$ cat src/rtl/seven_seg_feed.sv
// seven_seg_feed: upstream feeder for the two-digit multiplexed seven-segment
// display driver. Converts a 7-bit binary value (0..99) into packed BCD with a
// sequential shift-add-3 engine behind a load/busy/done handshake, holds the
// displayed digits and decimal points between updates, and generates the slow
// digit-select scan square wave.
//
// Optional feature macro: SEVEN_SEG_FEED_BLINK_EN
//   When defined, an 8-bit blink counter advances on every scan toggle and the
//   decimal points blink with its MSB while an overflow is being displayed.
//   When undefined, dp always reflects the captured dp_in.

module seven_seg_feed #(
    parameter int SCAN_DIV = 50000,
    parameter int DIV_W    = 16
) (
    input  logic       clk,
    input  logic       rst_n,
    input  logic [6:0] bin,
    input  logic [1:0] dp_in,
    input  logic       load,
    output logic       busy,
    output logic       done,
    output logic       ovf,
    output logic [7:0] d,
    output logic [1:0] dp,
    output logic       scan
);

    typedef enum logic [1:0] {
        IDLE,
        SHIFT,
        DONE
    } state_t;

    localparam logic [DIV_W-1:0] PRE_LAST = DIV_W'(SCAN_DIV - 1);

    state_t     state;
    state_t     state_nxt;

    // conversion scratch
    logic [6:0] bin_sh;
    logic [7:0] bcd;
    logic [7:0] bcd_adj;
    logic [2:0] iter_cnt;
    logic [1:0] dp_cap;
    logic       ovf_cap;

    // values shown between updates
    logic [7:0] d_hold;
    logic [1:0] dp_hold;
    logic       ovf_hold;

    // value published during the DONE cycle
    logic [7:0] d_new;
    logic       ovf_int;
    logic [1:0] dp_base;

    // scan prescaler
    logic [DIV_W-1:0] pre_cnt;
    logic             scan_tick;

    assign scan_tick = (pre_cnt == PRE_LAST);

    // add-3 correction of each BCD nibble before the next shift
    always_comb begin
        bcd_adj = bcd;
        if (bcd[3:0] >= 4'd5) begin
            bcd_adj[3:0] = bcd[3:0] + 4'd3;
        end
        if (bcd[7:4] >= 4'd5) begin
            bcd_adj[7:4] = bcd[7:4] + 4'd3;
        end
    end

    // out-of-range requests skip the engine and show the error pattern
    assign d_new = ovf_cap ? 8'hEE : bcd;

    // state register; reset abandons any conversion in flight
    always_ff @(posedge clk or negedge rst_n) begin
        if (!rst_n) begin
            state <= IDLE;
        end else begin
            state <= state_nxt;
        end
    end

    // next-state logic; loads are only looked at while idle
    always_comb begin
        state_nxt = state;
        case (state)
            IDLE: begin
                if (load) begin
                    state_nxt = (bin > 7'd99) ? DONE : SHIFT;
                end
            end
            SHIFT: begin
                if (iter_cnt == 3'd6) begin
                    state_nxt = DONE;
                end
            end
            DONE: begin
                state_nxt = IDLE;
            end
            default: begin
                state_nxt = IDLE;
            end
        endcase
    end

    // handshake outputs and the displayed values, fresh only in the DONE cycle
    always_comb begin
        busy    = (state != IDLE);
        done    = (state == DONE);
        d       = d_hold;
        ovf_int = ovf_hold;
        dp_base = dp_hold;
        if (state == DONE) begin
            d       = d_new;
            ovf_int = ovf_cap;
            dp_base = dp_cap;
        end
    end

    assign ovf = ovf_int;

    // capture the request and run one shift-add-3 iteration per clock
    always_ff @(posedge clk or negedge rst_n) begin
        if (!rst_n) begin
            bin_sh   <= 7'd0;
            bcd      <= 8'd0;
            iter_cnt <= 3'd0;
            dp_cap   <= 2'b00;
            ovf_cap  <= 1'b0;
        end else begin
            case (state)
                IDLE: begin
                    if (load) begin
                        bin_sh   <= bin;
                        bcd      <= 8'd0;
                        iter_cnt <= 3'd0;
                        dp_cap   <= dp_in;
                        ovf_cap  <= (bin > 7'd99);
                    end
                end
                SHIFT: begin
                    bcd      <= {bcd_adj[6:0], bin_sh[6]};
                    bin_sh   <= {bin_sh[5:0], 1'b0};
                    iter_cnt <= iter_cnt + 3'd1;
                end
                default: begin
                end
            endcase
        end
    end

    // latch the published result so it stays steady until the next DONE
    always_ff @(posedge clk or negedge rst_n) begin
        if (!rst_n) begin
            d_hold   <= 8'h00;
            dp_hold  <= 2'b00;
            ovf_hold <= 1'b0;
        end else if (state == DONE) begin
            d_hold   <= d_new;
            dp_hold  <= dp_cap;
            ovf_hold <= ovf_cap;
        end
    end

    // free-running prescaler toggling scan at each terminal count
    always_ff @(posedge clk or negedge rst_n) begin
        if (!rst_n) begin
            pre_cnt <= '0;
            scan    <= 1'b0;
        end else if (scan_tick) begin
            pre_cnt <= '0;
            scan    <= ~scan;
        end else begin
            pre_cnt <= pre_cnt + 1'b1;
        end
    end

`ifdef SEVEN_SEG_FEED_BLINK_EN
    logic [7:0] blink_cnt;

    // blink phase restarts on each new overflow and advances with scan
    always_ff @(posedge clk or negedge rst_n) begin
        if (!rst_n) begin
            blink_cnt <= 8'd0;
        end else if ((state == DONE) && ovf_cap) begin
            blink_cnt <= 8'd0;
        end else if (scan_tick) begin
            blink_cnt <= blink_cnt + 8'd1;
        end
    end

    assign dp = ovf_int ? {2{blink_cnt[7]}} : dp_base;
`else
    assign dp = dp_base;
`endif

endmodule

$ cat config.mk
export PLATFORM = sky130hd
export DESIGN_NAME = seven_seg_feed
export DESIGN_NICKNAME = d
export VERILOG_FILES = /design/src/rtl/seven_seg_feed.sv
export SDC_FILE = /design/constraint.sdc
export NUM_CORES = 1
export LEC_CHECK = 0
export BUFFER_PORTS_ARGS = -buffer_cell sky130_fd_sc_hd__buf_2
export CORE_ASPECT_RATIO = 1.1
export CORE_MARGIN = 4
export CORE_UTILIZATION = 55
export DETAILED_ROUTE_END_ITERATION = 8
export PLACE_DENSITY = 0.76
export SYNTH_ARGS = -nofsm -noshare
export SYNTH_HDL_FRONTEND = slang
export SYNTH_SLANG_ARGS = --single-unit
$ cat constraint.sdc
create_clock -name clk -period 2.56 [get_ports clk]
set_clock_uncertainty 0.15 [all_clocks]
set_input_delay 0.512 -clock clk [delete_from_list [all_inputs] [get_ports clk]]
set_output_delay 0.512 -clock clk [all_outputs]
set_load 0.05 [all_outputs]
Word-level counts from Yosys, hierarchy flattened
Index checks and enable logic that the tools add are counted.
{"block": "classes", "n_addsub": 4, "n_mul": 0, "n_div": 0, "order_cmp": 3, "eq_ne": 6, "shift": 0, "n_mux": 17, "bitwise_logic": 1, "n_reduce_logical": 6}
{"operator": "2-to-1 mux 8 bit", "count": 3}
{"operator": "adder 16 x 1 -> 16 bit (second input constant)", "count": 1}
{"operator": "== test 16 bit (second input constant)", "count": 1}
{"operator": "2-to-1 mux 16 bit", "count": 1}
{"operator": "one-hot mux 8 bit (2 select lines)", "count": 1}
{"operator": "one-hot mux 7 bit (2 select lines)", "count": 1}
{"operator": "greater-or-equal comparator 4 x 3 -> 1 bit (second input constant)", "count": 2}
{"operator": "2-to-1 mux 2 bit", "count": 4}
{"operator": "greater-than comparator 7 bit (second input constant)", "count": 1}
{"operator": "2-to-1 mux 7 bit", "count": 1}
{"operator": "2-to-1 mux 3 bit", "count": 2}
{"operator": "one-hot mux 3 bit (2 select lines)", "count": 1}
{"operator": "AND reduction 2 bit", "count": 3}
{"operator": "adder 4 x 2 -> 4 bit (second input constant)", "count": 1}
{"operator": "2-to-1 mux 4 bit", "count": 1}
{"operator": "inequality test 2 bit (second input constant)", "count": 2}
{"operator": "one-hot mux 2 bit (2 select lines)", "count": 1}
{"operator": "nonzero test 2 bit", "count": 2}
{"operator": "adder 3 x 1 -> 3 bit (second input constant)", "count": 1}
{"operator": "adder 3 x 2 -> 3 bit (second input constant)", "count": 1}
{"operator": "== test 3 bit (second input constant)", "count": 1}
{"operator": "== test 2 x 1 -> 1 bit (second input constant)", "count": 1}
{"operator": "== test 2 bit (second input constant)", "count": 1}
{"operator": "logical NOT 2 bit", "count": 1}
{"operator": "other kinds (2)", "count": 2}
{"block": "totals", "register_bits": 51, "latchBits": 0, "ramBits": 0, "rom_bits": 0, "input_bits": 12, "mem_count": 0}

Depth between registers and ports, before layout
{"block": "depth", "depth_word": 4, "mapped_depth": 6, "mapped_depth_nobuf": 6}

Worst setup path after synthesis
No wires, ideal clock.
{"block": "synth_timing", "path_type": "reg-to-output", "from": "register state[0]", "to": "output d[0]", "t_arrival_ns": 1.979, "required_ns": 1.898, "path_slack_ns": -0.081, "stages_incl_launch_ff": 4, "path_cell_list": "dfrtp_1 -> nand2b_1 -> clkbuf_1 -> o31ai_1"}
{"block": "synth_via", "elab_chain_len": 2}
{"element": "from (decl)", "line_no": "37", "source": "state_t state;"}
{"element": "from (signal assigned)", "line_no": "83", "source": "state <= state_nxt;"}
{"element": "== test 2 bit", "line_no": "117", "source": "if (state == DONE) begin"}
{"element": "2-to-1 mux 8 bit", "line_no": "117"}
{"element": "to (decl)", "line_no": "24", "source": "output logic [7:0] d,"}
Every way passes these cells.

Worst setup path in the final report
{"block": "layout_timing", "from": "register state[0]", "to": "output d[4]"}
Same word-level chain as after synthesis.

==> flow_metrics.env <==
export IMPL_outcome="finished clean"
export IMPL_route_detailed_vias_per_inst=5.36
export IMPL_drive_gt1_frac=0.176
export IMPL_ys_ff_latch=51
export IMPL_clkTransAtPathRegs_ns=0.08
export IMPL_clock_path_buffers=2
export IMPL_cts_max_level=2
export IMPL_tightest_slew_ns=0.617
export IMPL_grt_pass1_vias=1553
export IMPL_synthToLayoutAreaGrowth_pct=12.4
export IMPL_row_count=24
export IMPL_p_per_area_nw_per_um2=1090
export IMPL_postPlaceCellArea_um2=2540
export IMPL_clk_latency_ns=0.30
export IMPL_gr_usage_all_layers=0.167
export IMPL_slew_headroom=0.588
export IMPL_ant_nets=0
export IMPL_fmax_ghz=0.419
export IMPL_die_height_um=76.6
export IMPL_slew_viol_final=0
export IMPL_routed_wirelength_mm=4.16
export IMPL_drc=0
export IMPL_grt_max_degree=52
export IMPL_synth_net_count=257
export IMPL_nNetsFinal=285
export IMPL_endpoint_kind="output port"
export IMPL_syn_area_per_cell_um2=9.87
export IMPL_crit_fanout=19
export IMPL_yosysSeqAreaShare=0.543
export IMPL_setup_worst_path_class="flip-flop to output port"
export IMPL_cp_top_family="flip-flops"
export IMPL_io_buffers=25
export IMPL_crit_cells=3
export IMPL_yosys_warnings=0
export IMPL_netlist_area_um2=2350
export IMPL_maxCapViolCount=0
export IMPL_rr_worst_depth=6
export IMPL_first_iter_violations=140
export IMPL_start_util=0.580
export IMPL_ir_worst_vdd_v=0.000529
export IMPL_cts_sinks=51
export IMPL_fin_area_um2=2640
export IMPL_ctsHoldBuffers=0
export IMPL_cts_setup_buffers=0
export IMPL_overflow=0
export IMPL_num_vias=1709
export IMPL_synth_distinct_cells=34
export IMPL_fin_crit_sh=0.932
export IMPL_place_detailed_hpwl_mm=2.89
export IMPL_r2r_setup_slack_ns=0.72
export IMPL_path_buf_inv=1
export IMPL_min_period_ns=2.39
export IMPL_worst_ep_required_time_ns=1.90
export IMPL_antenna_found_initial=0
export IMPL_n_antenna_cell=0
export IMPL_cts_buffers=5
export IMPL_gp_congestion=0.833
export IMPL_cts_tree="done"
export IMPL_ctsResizeCount=1
export IMPL_grt_pass1_wl_mm=7.34
export IMPL_drt_first_pass_iters=4
export IMPL_leakagePower_uw=0.00129
export IMPL_core_um2=4050
export IMPL_hold_viol=0
export IMPL_worstPathCellList="nand2b_2 -> o31ai_1 -> buf_2"
export IMPL_cp_slowest_stage_delay_ns=0.43
export IMPL_setup_viol=0
export IMPL_cts_root_buf="clkbuf_8"
export IMPL_die_w_um=70.3
export IMPL_die_area_um2=5380
export IMPL_fill_cells=346
export IMPL_finalSetupTns_ns=0
export IMPL_hold_path_class="input pin to async pin"
export IMPL_crit_path_start_kind="flip-flop"
export IMPL_io_pins=26
export IMPL_slowest_stage="dfrtp_1"
export IMPL_syn_inst=238
export IMPL_avgRoutedWirePerCell_um=13.0
export IMPL_rsz0062_at_grt="false"
export IMPL_cp_arrival_ns=1.72
cells by family after synthesis:
kind of cell / after synthesis / synth area share
AND/OR/NAND/NOR: 105 / 0.208
flip-flops: 51 / 0.543
XOR/XNOR: 17 / 0.0634
AO/OA/AOI/OAI: 34 / 0.0921
buffers and inverters: 19 / 0.0325
multiplexers: 5 / 0.0234
adder cells (fa/ha/maj): 7 / 0.0373
cell type report:
type,instances,area [µm²],share of cell area
Multi-Input combinational cell,168,1000,0.378
Clock buffer,8,100,0.0379
Timing Repair Buffer,30,163,0.0616
Tap cell,52,65.1,0.0246
Inverter,10,37.5,0.0142
Sequential cell,51,1280,0.483
final timing paths:
check	from	end
max reg2reg	bcd[0]	bcd[2]
min in group clk	bin[0]	bin_sh[0]
max	state[0]	d[4]
min	rst_n	d_hold[1]
min reg2reg	scan	scan
max in group asynchronous	rst_n	pre_cnt[6]
placed cells by master, fill, tap and decap left out, types with 3 or more instances in the layout:
cell type	netlist	layout
a31oi_1	6	6
o31ai_1	6	6
nand2_1	39	39
a21oi_1	4	4
nor2_1	30	30
nand4_1	6	6
o21ai_0	12	11
clkbuf_8	0	7
xnor2_1	10	10
inv_1	10	10
nand2b_1	4	3
ha_1	7	7
buf_2	4	25
mux2_2	4	4
buf_4	0	5
nand3_1	13	13
xor2_1	7	7
dfrtp_1	51	51
sequential cells by signal, summed over array words and instances, names as in the netlist:
| name | cells |
|---|---|
| bcd | 8 |
| bin_sh | 7 |
| d_hold | 8 |
| dp_cap | 2 |
| dp_hold | 2 |
| iter_cnt | 3 |
| ovf_cap | 1 |
| ovf_hold | 1 |
| pre_cnt | 16 |
| scan | 1 |
| state | 2 |
worst reg2reg max path, stage by stage, from the launching register on:
cell and delay, ns:
dfrtp_1 0.40, inv_1 0.14, ha_1 0.22, nand2b_1 0.06, a21oi_1 0.30, mux2_2 0.37, o21ai_0 0.13
synthesized netlist by cell type:
master     instances  area share
dfrtp_1           51        0.54
nand2_1           39       0.062
nor2_1            30       0.048
nand3_1           13       0.028
o21ai_0           12       0.026
inv_1             10       0.016
xnor2_1           10       0.037
ha_1               7       0.037
xor2_1             7       0.026
a31oi_1            6       0.016
nand4_1            6       0.016
o31ai_1            6       0.019
a21oi_1            4      0.0085
buf_2              4      0.0085
clkbuf_1           4      0.0064
mux2_2             4       0.019
nand2b_1           4       0.011
a32o_1             2      0.0085
nand3b_1           2      0.0064
nor2b_1            2      0.0053
nor3_1             2      0.0043
a31o_2             1      0.0037
and2_1             1      0.0027
and3_1             1      0.0027
buf_1              1      0.0016
mux2i_1            1      0.0043
nor3_4             1      0.0069
nor4_1             1      0.0027
nor4b_2            1      0.0064
o22ai_1            1      0.0027
o2bb2ai_1          1      0.0037
o311a_1            1      0.0043
or2_2              1      0.0027
or3b_2             1      0.0037
metal layers:
layer | GRT usage | part of all wire | wire [µm] | vias to the layer above
li1 | - | - | - | 861
met1 | 0.233 | 0.49 | 2030 | 801
met2 | 0.251 | 0.43 | 1790 | 43
met3 | 0.0475 | 0.068 | 282 | 4
met4 | 0.0575 | 0.015 | 61 | 0
met5 | 0 | 0 | 0 | -
per-stage QoR:
stage / cells / power [µW] / hold WS [ns] / util / worst slack [ns]
6_report: 319 / 2890 / 0.154 / 0.652 / 0.174
5_1_grt: 319 / 3110 / 0.227 / 0.652 / 0.0295
4_1_cts: 319 / 2920 / 0.179 / 0.652 / 0.149
3_5_place_dp: 311 / 2420 / 0.304 / 0.626 / 0.274
3_3_place_gp: 311 / 2380 / 0.308 / 0.626 / 0.340
2_1_floorplan: 238 / 2140 / 0.0664 / - / -0.0814
power breakdown:
part | internal, µW | switching [µW] | total, µW
combinational | 393 | 802 | 1200
clock | 247 | 245 | 492
sequential | 1040 | 161 | 1200
total | 1680 | 1210 | 2890
Note: power is estimated with default switching activity, not from simulation.
